==> src/rtl/execute_skid_buffer.sv <==
// Execute-side skid buffer: two-entry FIFO between decode and execute.
// The ready path to decode comes from a flop.
package core_pkg;

   typedef struct packed {
      logic [31:0] pc;
      logic [31:0] imm;
      logic [4:0]  rd;
      logic [4:0]  rs1;
      logic [4:0]  rs2;
      logic [6:0]  op;
   } decoded_instr_t;

endpackage

module execute_skid_buffer
   import core_pkg::*;
#(
   parameter int CNT_W = 32
) (
   input  logic             clk,
   input  logic             rst,
   input  logic             flush,
   input  decoded_instr_t   in_instr,
   input  logic             in_valid,
   output logic             in_ready,
   output decoded_instr_t   out_instr,
   output logic             out_valid,
   input  logic             out_ready,
   output logic [1:0]       occupancy,
   output logic [CNT_W-1:0] stall_cycles
);

   localparam logic [1:0] EMPTY = 2'd0;
   localparam logic [1:0] ONE   = 2'd1;
   localparam logic [1:0] FULL  = 2'd2;

   logic [1:0]       state_q, state_d;
   decoded_instr_t   head_q, head_d;
   decoded_instr_t   tail_q, tail_d;
   logic             in_ready_q, in_ready_d;
   logic [CNT_W-1:0] stall_q, stall_d;
   logic             push, pop;

   assign out_valid    = (state_q != EMPTY);
   assign out_instr    = head_q;
   assign in_ready     = in_ready_q;
   assign occupancy    = state_q;
   assign stall_cycles = stall_q;

   assign push = in_valid && in_ready_q;
   assign pop  = out_valid && out_ready;

   // Next state, entry writes, registered ready and stall counter.
   always_comb begin
      state_d = state_q;
      head_d  = head_q;
      tail_d  = tail_q;
      stall_d = stall_q;

      if (out_valid && !out_ready && (stall_q != '1)) begin
         stall_d = stall_q + 1'b1;
      end

      if (flush) begin
         state_d = EMPTY;
      end else begin
         unique case (state_q)
            EMPTY: begin
               if (push) begin
                  head_d  = in_instr;
                  state_d = ONE;
               end
            end
            ONE: begin
               if (push && pop) begin
                  head_d = in_instr;
               end else if (push) begin
                  tail_d  = in_instr;
                  state_d = FULL;
               end else if (pop) begin
                  state_d = EMPTY;
               end
            end
            FULL: begin
               if (pop) begin
                  head_d  = tail_q;
                  state_d = ONE;
               end
            end
            default: begin
               state_d = EMPTY;
            end
         endcase
      end

      in_ready_d = (state_d != FULL);
   end

   // State registers; reset clears everything and holds ready low.
   always_ff @(posedge clk) begin
      if (rst) begin
         state_q    <= EMPTY;
         head_q     <= '0;
         tail_q     <= '0;
         in_ready_q <= 1'b0;
         stall_q    <= '0;
      end else begin
         state_q    <= state_d;
         head_q     <= head_d;
         tail_q     <= tail_d;
         in_ready_q <= in_ready_d;
         stall_q    <= stall_d;
      end
   end

endmodule

==> config.mk <==
export PLATFORM = sky130hd
export DESIGN_NAME = execute_skid_buffer
export DESIGN_NICKNAME = d
export VERILOG_FILES = /design/src/rtl/execute_skid_buffer.sv
export SDC_FILE = /design/constraint.sdc
export NUM_CORES = 1
export LEC_CHECK = 0
export ABC_CLOCK_PERIOD_IN_PS = 4400
export CORE_ASPECT_RATIO = 1.2
export CORE_MARGIN = 2
export CORE_UTILIZATION = 52
export DETAILED_ROUTE_END_ITERATION = 8
export DONT_BUFFER_PORTS = 1
export PLACE_DENSITY_LB_ADDON = 0.2
export SETUP_SLACK_MARGIN = 0.3
export SYNTH_ARGS = -nofsm -noshare
export SYNTH_HDL_FRONTEND = slang
export SYNTH_SLANG_ARGS = --single-unit
==> constraint.sdc <==
create_clock -name clk -period 4.4 [get_ports clk]
set_input_delay 0.66 -clock clk [delete_from_list [all_inputs] [get_ports clk]]
set_output_delay 0.66 -clock clk [all_outputs]
set_load 0.01 [all_outputs]
* Yosys cells after proc, flatten, opt, wreduce, memory -nomap -nowiden
Cells that the tools add are included.
** Word-level totals
- Register bits after elaboration :: 207
- Output and inout bits :: 122
- Word-level logic and storage cells :: 47
- Bits of input ports :: 91
** Operators by class
- Bitwise logic cells :: 2
- Add/subtract/negate cells :: 1
- Eq/ne operators :: 7
- Reduce and logical (&&, ||, !) cells :: 11
- Mux-type cells :: 11
** Operators by type and width (number)
- $mux W86 :: 3
- $pmux W86 S3 :: 1
- $add A32 B1 Y32 const B :: 1
- $ne A32 B32 Y1 const B :: 1
- $mux W2 :: 6
- $ne A2 B2 Y1 const B :: 4
- $pmux W2 S3 :: 1
- $logic_and A1 B1 Y1 :: 5
- $reduce_and A5 Y1 :: 1
- $reduce_and A4 Y1 :: 1
- $reduce_bool A3 Y1 :: 1
- $eq A2 B1 Y1 const B :: 1
- $eq A2 B2 Y1 const B :: 1
- $logic_not A2 Y1 :: 1
- $not A1 Y1 :: 2
- $reduce_bool A2 Y1 :: 1
- $logic_not A1 Y1 :: 1

* Logic depth before layout (Yosys ltp)
Gate-level depths: netlist of run 1.
- Word-level depth :: 8
- Gate-level depth with buffers :: 8
- Mapped depth without buffers :: 6

* Worst setup path after synthesis of run 1
No wires, ideal clock.
- Path kind :: input -> register
- Start :: input port out_ready
- End :: register stall_q[26] (netlist: stall_cycles[26])
- Arrival :: 2.004 ns
- Slack :: 2.325 ns
- Buffers on the path :: 1
- Stages on the path :: 6
- Required time :: 4.330 ns
- Path through :: o21bai_1 > buf_2 > nor4_4 > nand3_2 > or4_1 > a21oi_1
** On the way
- Cells in the longest elaborated chain, start to end :: 3
** Ends and longest elaborated chain
- start, declared :: line 29 : input logic out_ready,
- $logic_not A1 Y1 :: line 61 : if (out_valid && !out_ready && (stall_q != '1)) begin
- $logic_and A1 B1 Y1 (2 in series) :: line 61
- end signal, assigned :: line 113 : stall_q <= stall_d;
- end, declared :: line 42 : logic [CNT_W-1:0] stall_q, stall_d;
No other way between the ends.
A chain may end at the register's enable or synchronous reset.

* Worst setup path in the final report of run 1
- Start :: register state_q[0] (netlist: occupancy[0])
- End :: register stall_q[21] (netlist: stall_cycles[21])
** On the way
- Cells in the longest elaborated chain, start to end :: 3
** Ends and longest elaborated chain
- start, declared :: line 38 : logic [1:0] state_q, state_d;
- start signal, assigned :: line 109 : state_q <= state_d;
- $reduce_bool A2 Y1 :: line 45 : assign out_valid = (state_q != EMPTY);
- $logic_and A1 B1 Y1 (2 in series) :: line 61
No other way between the ends.

==> summary.log, run 1 <==
[cts] CTS H-tree lvls 1
[drt] DRC Markers 0
[timing] highest clock frequency the design can meet 386 MHz
[power_and_ir_drop] Combinational Power Share 0.027
[worst_hold_path] number of instances on the worst hold path 1
[final_layout] most frequent cells in the layout nand2_1 (363), dfxtp_1 (207), a21oi_1 (112), nor2_1 (100), a311oi_1 (86)
[worst_hold_path] class of the most critical hold timing path in -> reg
[grt] wire length of the first global-routing pass 31.6 mm
[final_layout] Antenna diodes 0
[power_and_ir_drop] leakage power summed over all cells 0.00300 uW
[power_and_ir_drop] relative contribution of sequential cells to total power 0.507
[job] Max Cap Viol 0
[final_layout] multi-input combinational cell area 0.00388 mm^2
[final_layout] final net count 1111
[final_layout] final design area excluding fillers 0.00909 mm^2
[floorplanning] Initial Utilization 0.533
[place] Buffers on Ports 0
[grt] met2 usage in global routing 0.382
[final_layout] area overhead of the layout relative to synthesis 8.71%
[critical_path] cell at the slowest stage of the critical path dfxtp_1
[timing] remaining max-slew budget at the tightest pin 0.248
[critical_path] critical-path cell list o21bai_1 -> nor4_2 -> o211ai_2 -> or4_1 -> a21oi_1
[timing] total of endpoints with negative setup slack in the final report 0
[critical_path] Crit Path Max Fanout 19
[critical_path] kind of critical path reg -> reg
[cts] CTS tree done
[critical_path] origin of the critical flop-to-flop path occupancy[0]
[cts] clock root buffer master clkbuf_16
[timing] number of hold-slack violations in the final timing report 0
[grt] GRT Resource Usage Total 0.221
[power_and_ir_drop] worst voltage drop across the vdd grid 321 uV
[synth] Seq/Total Area, Yosys 0.496
[floorplanning] floorplan die height 143 um
[synth] number of synthesized flops with an enable pin 0
[critical_path] crit start category register
[floorplanning] die outline area 0.0171 mm^2
[floorplanning] width of the die 120 um
[floorplanning] Core Region 0.0157 mm^2
[drt] total wire length 19.8 mm
[cts] Post CTS Setup Buffer Count 0
[floorplanning] Top-Level Pins 213
[critical_path] cell type group with the largest total delay on the critical path simple AND/OR/NAND/NOR gates
[cts] latest clock arrival within the worst-skew pair 0.49 ns
[power_and_ir_drop] net switching fraction of the power 0.214
[critical_path] number of buffers and inverters on the critical path 0
[run_status] outcome finished, final reports clean
[final_layout] # fillers 1513
[cts] total CTS buffers 22
[place] HPWL reported at the end of detailed placement 11.8 mm
[power_and_ir_drop] power density relative to cell area 428 mW/mm^2
[grt] aggregate global routing overflow 0
[synth] Post-Synthesis Mean Instance Area 7.77 um^2
[grt] maximum number of pins on one net before global-route repair 209
[final_layout] Register Area 0.00414 mm^2
[final_layout] share of post-route cells with drive strength above 1 0.0522
[timing] Slew Viols, Final 0
[critical_path] Slowest Stage Delay on Critical Path 0.63 ns
[grt] busiest metal layer after global routing met2
[place] gp weighted congestion 0.798
[critical_path] register-to-register path setup slack 1.81 ns
[place] post-place instance area 0.00837 mm^2
[cts] largest buffer count on any clock path 3
[cts] count of hold-fix buffers inserted at cts 0
[timing] Final Critical Period 2.59 ns
[synth] count of synthesis-stage warnings from yosys 0
[cts] Sink Count 207
[grt] met1 track demand over resource in global routing 0.272
[drt] iteration count of the initial detailed-routing pass 5
[synth] gate count of the mapped netlist 1076
[critical_path] WP data arrival 3.01 ns
[synth] most frequently used flop master after synthesis dfxtp_1
[drt] drt first-iter violations 626
[floorplanning] number of rows in the core area 50
[power_and_ir_drop] NetSw 833 uW
[critical_path] reg-to-reg critical path endpoint stall_cycles[21]
[timing] setup repair after global routing missed its margin false
[grt] vias in the first global route 6234
[final_layout] leading cell type in the layout, fill and taps excluded nand2_1
[timing] slew at the pin closest to its max-slew limit 1.13 ns
[power_and_ir_drop] Internal 3060 uW
[timing] final clock period utilization by the worst path 0.589
[timing] final sum of negative setup slack 0 ns
[worst_hold_path] destination of the worst hold path out_instr[84]
[grt] initial antenna violation count 0
[synth] async set-or-reset flop fraction in the synthesized netlist 0
[drt] Routed Antenna Nets 0
[synth] syn_nets 1168
[critical_path] required time of the worst setup path 4.82 ns
[critical_path] nature of the critical path endpoint register
[grt] met3 GRT Util 0.0743
[synth] cell area after technology mapping 0.00836 mm^2
[critical_path] length in cells of the worst reg-to-reg path 5
[drt] mean number of vias per cell 5.65
[cts] number of gates resized after CTS 0
[drt] Via Count 7019
[cts] Clk pin slew, worst setup/hold paths 0.06 ns
[power_and_ir_drop] share of power burned in the clock network 0.466
[worst_hold_path] launch point of the worst hold path rst
[synth] count of distinct cell types in the synthesized netlist 45
[drt] average wire length per cell after detail routing 16.0 um
[timing] worst clock skew on the final layout 0.00887 ns
[synth] number of synthesized register bits 207
power groups by stage:
stage / Combinational, uW / Sequential [uW] / Clock, uW
after floorplan: 119 / 2000 / 0
after global placement: 104 / 2020 / 0
after detailed placement: 107 / 2020 / 0
after CTS: 107 / 1970 / 1860
after global routing: 124 / 1980 / 1930
final: 106 / 1970 / 1810
sequential cells by signal (all words and copies together), names as in the netlist:
name	flops
stall_cycles	32
in_ready	1
tail_q	86
occupancy	2
out_instr	86
final cells by class:
type,count,area share
clock buffers,30,0.0717
clock inverters,9,0.00771
inverters,9,0.00372
multi-input cells,774,0.427
flip-flops and latches,207,0.456
well taps,208,0.0286
repair buffers,5,0.00551
logic make-up (layout without fill, tap and decap cells):
logic type,count (synthesis),after routing,synth area share
compound gates,231,231,0.184
xor+xnor,4,4,0.00419
fa+ha+maj,1,1,0.00150
buf+inv,95,53,0.0444
flops,207,207,0.496
mux,3,3,0.00389
simple gates,535,535,0.266
synthesized netlist by cell type (2+ instances only):
cell	n	share of area
nand2_1	363	0.16
dfxtp_1	207	0.50
a21oi_1	112	0.067
nor2_1	100	0.045
a311oi_1	86	0.090
clkbuf_1	68	0.031
or3_1	15	0.011
o21ai_1	14	0.0084
buf_2	12	0.0072
inv_1	9	0.0040
nand3_1	8	0.0048
o31ai_1	8	0.0072
or4_1	8	0.0072
buf_1	6	0.0027
nand4_1	6	0.0045
and4_1	5	0.0052
nor3_1	5	0.0030
nor4_1	5	0.0037
and2_1	3	0.0022
and3_1	3	0.0022
nand2b_1	3	0.0022
nor2b_1	3	0.0022
mux2_1	2	0.0027
o21ai_0	2	0.0012
xnor2_1	2	0.0021
xor2_1	2	0.0021
per-stage QoR:
stage / total power (uW) / setup WS (ns) / std cells / hold slack, ns / utilization
final: 3890 / 1.81 / 1242 / 0.245 / 0.579
after floorplan: 2120 / 2.33 / 1076 / 0.437 / -
after detailed placement: 2120 / 1.78 / 1203 / 0.441 / 0.533
after CTS: 3940 / 1.75 / 1242 / 0.224 / 0.579
after global routing: 4040 / 1.55 / 1242 / 0.224 / 0.579
after global placement: 2120 / 1.83 / 1203 / 0.436 / 0.533
metal layers:
layer  wire (um)  up-vias
met1        8160     3193
met3        1930       12
met5           0        -
met4         121        0
met2        9630      235
li1            -     3579
worst max-delay path by stage:
stage                 start                to  slack, ns  cells after the start
2_1_floorplan     out_ready  stall_cycles[26]       2.33                      6
3_3_place_gp   occupancy[0]  stall_cycles[21]       1.83                      5
3_5_place_dp   occupancy[0]  stall_cycles[21]       1.78                      5
4_1_cts        occupancy[0]  stall_cycles[21]       1.75                      5
5_1_grt        occupancy[0]  stall_cycles[31]       1.55                      5
6_report       occupancy[0]  stall_cycles[21]       1.81                      5
Power figures use the tool's default switching activity.
==> run 2, diff against run 1 <==
Settings changed: ABC_CLOCK_PERIOD_IN_PS 4400 to 2100.
Clock period 4.4 ns to 2.1 ns, I/O delays scaled along.
==> run 2 against run 1 <==
  * The run now ends with hold timing left
  * Total power increased by 120%
  * First-iteration DRC count increased by 2.4%
  * Global-route usage increased by 0.60 points
  * Non-clock buffer count increased by 59
  * Sequential share of layout area decreased by 3.6 points
  * Critical endpoint is now stall_cycles[29]
==> summary.log, run 2 (synthesis gave the netlist of run 1 again) <==
[worst_hold_path] number of instances on the worst hold path 1
[cts] total CTS buffers 21
[timing] final clock period utilization by the worst path 0.878
[grt] GRT Resource Usage Total 0.228
[timing] setup repair after global routing missed its margin true
[job] Max Cap Viol 0
[critical_path] Slowest Stage Delay on Critical Path 0.58 ns
[timing] final sum of negative setup slack 0 ns
[drt] total wire length 22.0 mm
[timing] remaining max-slew budget at the tightest pin 0.710
[floorplanning] number of rows in the core area 50
[timing] highest clock frequency the design can meet 542 MHz
[critical_path] origin of the critical flop-to-flop path stall_cycles[15]
[critical_path] nature of the critical path endpoint register
[final_layout] area overhead of the layout relative to synthesis 19.2%
[drt] drt first-iter violations 641
[power_and_ir_drop] relative contribution of sequential cells to total power 0.492
[place] HPWL reported at the end of detailed placement 12.5 mm
[worst_hold_path] launch point of the worst hold path rst
[grt] vias in the first global route 6601
[power_and_ir_drop] share of power burned in the clock network 0.474
[floorplanning] width of the die 120 um
[worst_hold_path] destination of the worst hold path tail_q[43]
[timing] Slew Viols, Final 0
[critical_path] kind of critical path reg -> reg
[power_and_ir_drop] worst voltage drop across the vdd grid 672 uV
[cts] clock root buffer master clkbuf_16
[place] Setup WS pre-CTS 0.168 ns
[timing] slew at the pin closest to its max-slew limit 0.436 ns
[place] Buffers on Ports 0
[timing] setup ws final 0.256 ns
[final_layout] share of post-route cells with drive strength above 1 0.141
[power_and_ir_drop] leakage power summed over all cells 0.00341 uW
[grt] wire length of the first global-routing pass 32.6 mm
[floorplanning] die outline area 0.0171 mm^2
[cts] CTS tree done
[power_and_ir_drop] NetSw 1770 uW
[final_layout] Antenna diodes 0
[floorplanning] Top-Level Pins 213
[cts] latest clock arrival within the worst-skew pair 0.49 ns
[run_status] outcome finished with violations
[place] gp weighted congestion 0.854
[power_and_ir_drop] power density relative to cell area 840 mW/mm^2
[power_and_ir_drop] Combinational Power Share 0.033
[critical_path] Crit Path Max Fanout 6
[run_status] failing checks hold timing
[critical_path] WP data arrival 2.25 ns
[drt] average wire length per cell after detail routing 16.9 um
[cts] Clk pin slew, worst setup/hold paths 0.06 ns
[critical_path] register-to-register path setup slack 0.26 ns
[timing] Final Critical Period 1.84 ns
[final_layout] leading cell type in the layout, fill and taps excluded nand2_1
[critical_path] length in cells of the worst reg-to-reg path 5
[drt] DRC Markers 0
[drt] iteration count of the initial detailed-routing pass 5
[cts] CTS H-tree lvls 1
[power_and_ir_drop] net switching fraction of the power 0.211
[final_layout] final net count 1171
[cts] largest buffer count on any clock path 3
[power_and_ir_drop] Internal 6600 uW
[critical_path] critical-path cell list and4_4 -> and2_4 -> nand4_1 -> or4_1 -> a21oi_1
[timing] total of endpoints with negative setup slack in the final report 0
[cts] count of hold-fix buffers inserted at cts 2
[critical_path] crit start category register
[cts] Sink Count 207
[critical_path] cell at the slowest stage of the critical path or4_1
[drt] Routed Antenna Nets 0
[worst_hold_path] class of the most critical hold timing path in -> reg
[final_layout] most frequent cells in the layout nand2_1 (362), dfxtp_1 (187), a21oi_1 (108), nor2_1 (99), a311oi_1 (86)
[timing] worst hold slack -0.0995 ns
[timing] worst clock skew on the final layout 0.0105 ns
[floorplanning] Initial Utilization 0.533
[critical_path] required time of the worst setup path 2.51 ns
[grt] maximum number of pins on one net before global-route repair 209
[floorplanning] Core Region 0.0157 mm^2
[floorplanning] floorplan die height 143 um
[grt] initial antenna violation count 0
[drt] Via Count 7489
[drt] mean number of vias per cell 5.76
[critical_path] reg-to-reg critical path endpoint stall_cycles[29]
[timing] number of hold-slack violations in the final timing report 171
[grt] aggregate global routing overflow 0
[run 2: cell types whose count changed in the layout (fill, tap and decap cells not counted), sizes merged]
cell	before	now
o211ai	1	2
clkbuf	30	34
buf	5	59
dlygate4sd3	0	2
inv	9	11
clkinv	8	1
nand3	9	10
bufinv	1	3
[run 2: per-layer routing]
metal	wire length, um	GRT usage	part of all wire
met5	0	0	0
met1	8740	0.278	0.40
met3	2050	0.0763	0.094
met4	442	0.0706	0.020
met2	10700	0.380	0.49
[run 2: area by class of cell]
class | instances | area, um^2
Multi-Input combinational cell | 776 | 4070
Fill cell | 1396 | 5730
Clock buffer | 31 | 633
Tap cell | 208 | 260
Clock inverter | 6 | 110
Sequential cell | 207 | 4190
Timing Repair Buffer | 64 | 679
Inverter | 9 | 33.8
[run 2: worst max-delay path, delay by kind of cell, from the launching register on]
| kind | cells | cell delay [ns] |
|---|---|---|
| DFF | 1 | 0.37 |
| AOI/OAI and AO/OA | 1 | 0.19 |
| and+or+nand+nor | 4 | 1.19 |
[run 2: worst max path at each step]
stage / slack, ns / start / end
4_1_cts: 0.26 / stall_cycles[27] / stall_cycles[8]
2_1_floorplan: 0.30 / stall_cycles[14] / stall_cycles[31]
6_report: 0.26 / stall_cycles[15] / stall_cycles[29]
3_3_place_gp: 0.17 / out_ready / stall_cycles[17]
5_1_grt: 0.17 / occupancy[1] / stall_cycles[29]
3_5_place_dp: 0.17 / stall_cycles[1] / stall_cycles[31]
[run 2: power by group through the flow]
stage / combinational, uW / clock [uW] / sequential [uW]
floorplan: 250 / 0 / 4190
detailed placement: 246 / 0 / 4220
CTS: 257 / 4070 / 4130
finish: 279 / 3970 / 4120
global route: 315 / 4240 / 4130
global placement: 238 / 0 / 4220
[run 2: stage by stage]
step / power (uW) / util / area [um^2] / hold WS, ns / instances
floorplan: 4440 / - / 8400 / 0.386 / 1076
global placement: 4450 / 0.557 / 8750 / 0.387 / 1239
detailed placement: 4460 / 0.557 / 8750 / 0.388 / 1239
CTS: 8450 / 0.618 / 9700 / -0.126 / 1290
global route: 8680 / 0.635 / 9970 / -0.126 / 1301
finish: 8370 / 0.635 / 9970 / -0.0995 / 1301
[run 2: what timing repair did]
| item | 4_1_cts | 5_1_grt |
|---|---|---|
| hold endpoints to repair | 203 | 203 |
| pin swaps | 14 | 13 |
| gates cloned | 2 | 3 |
| gates resized for setup | 22 | 36 |
| endpoints found under the setup margin | 76 | 77 |
| buffers inserted | 10 | 8 |
==> run 3, diff against run 2 <==
Settings changed: SLEW_MARGIN set to 20.
==> results of run 3 <==
The final DEF is identical to that of run 2; final timing and power are the same.
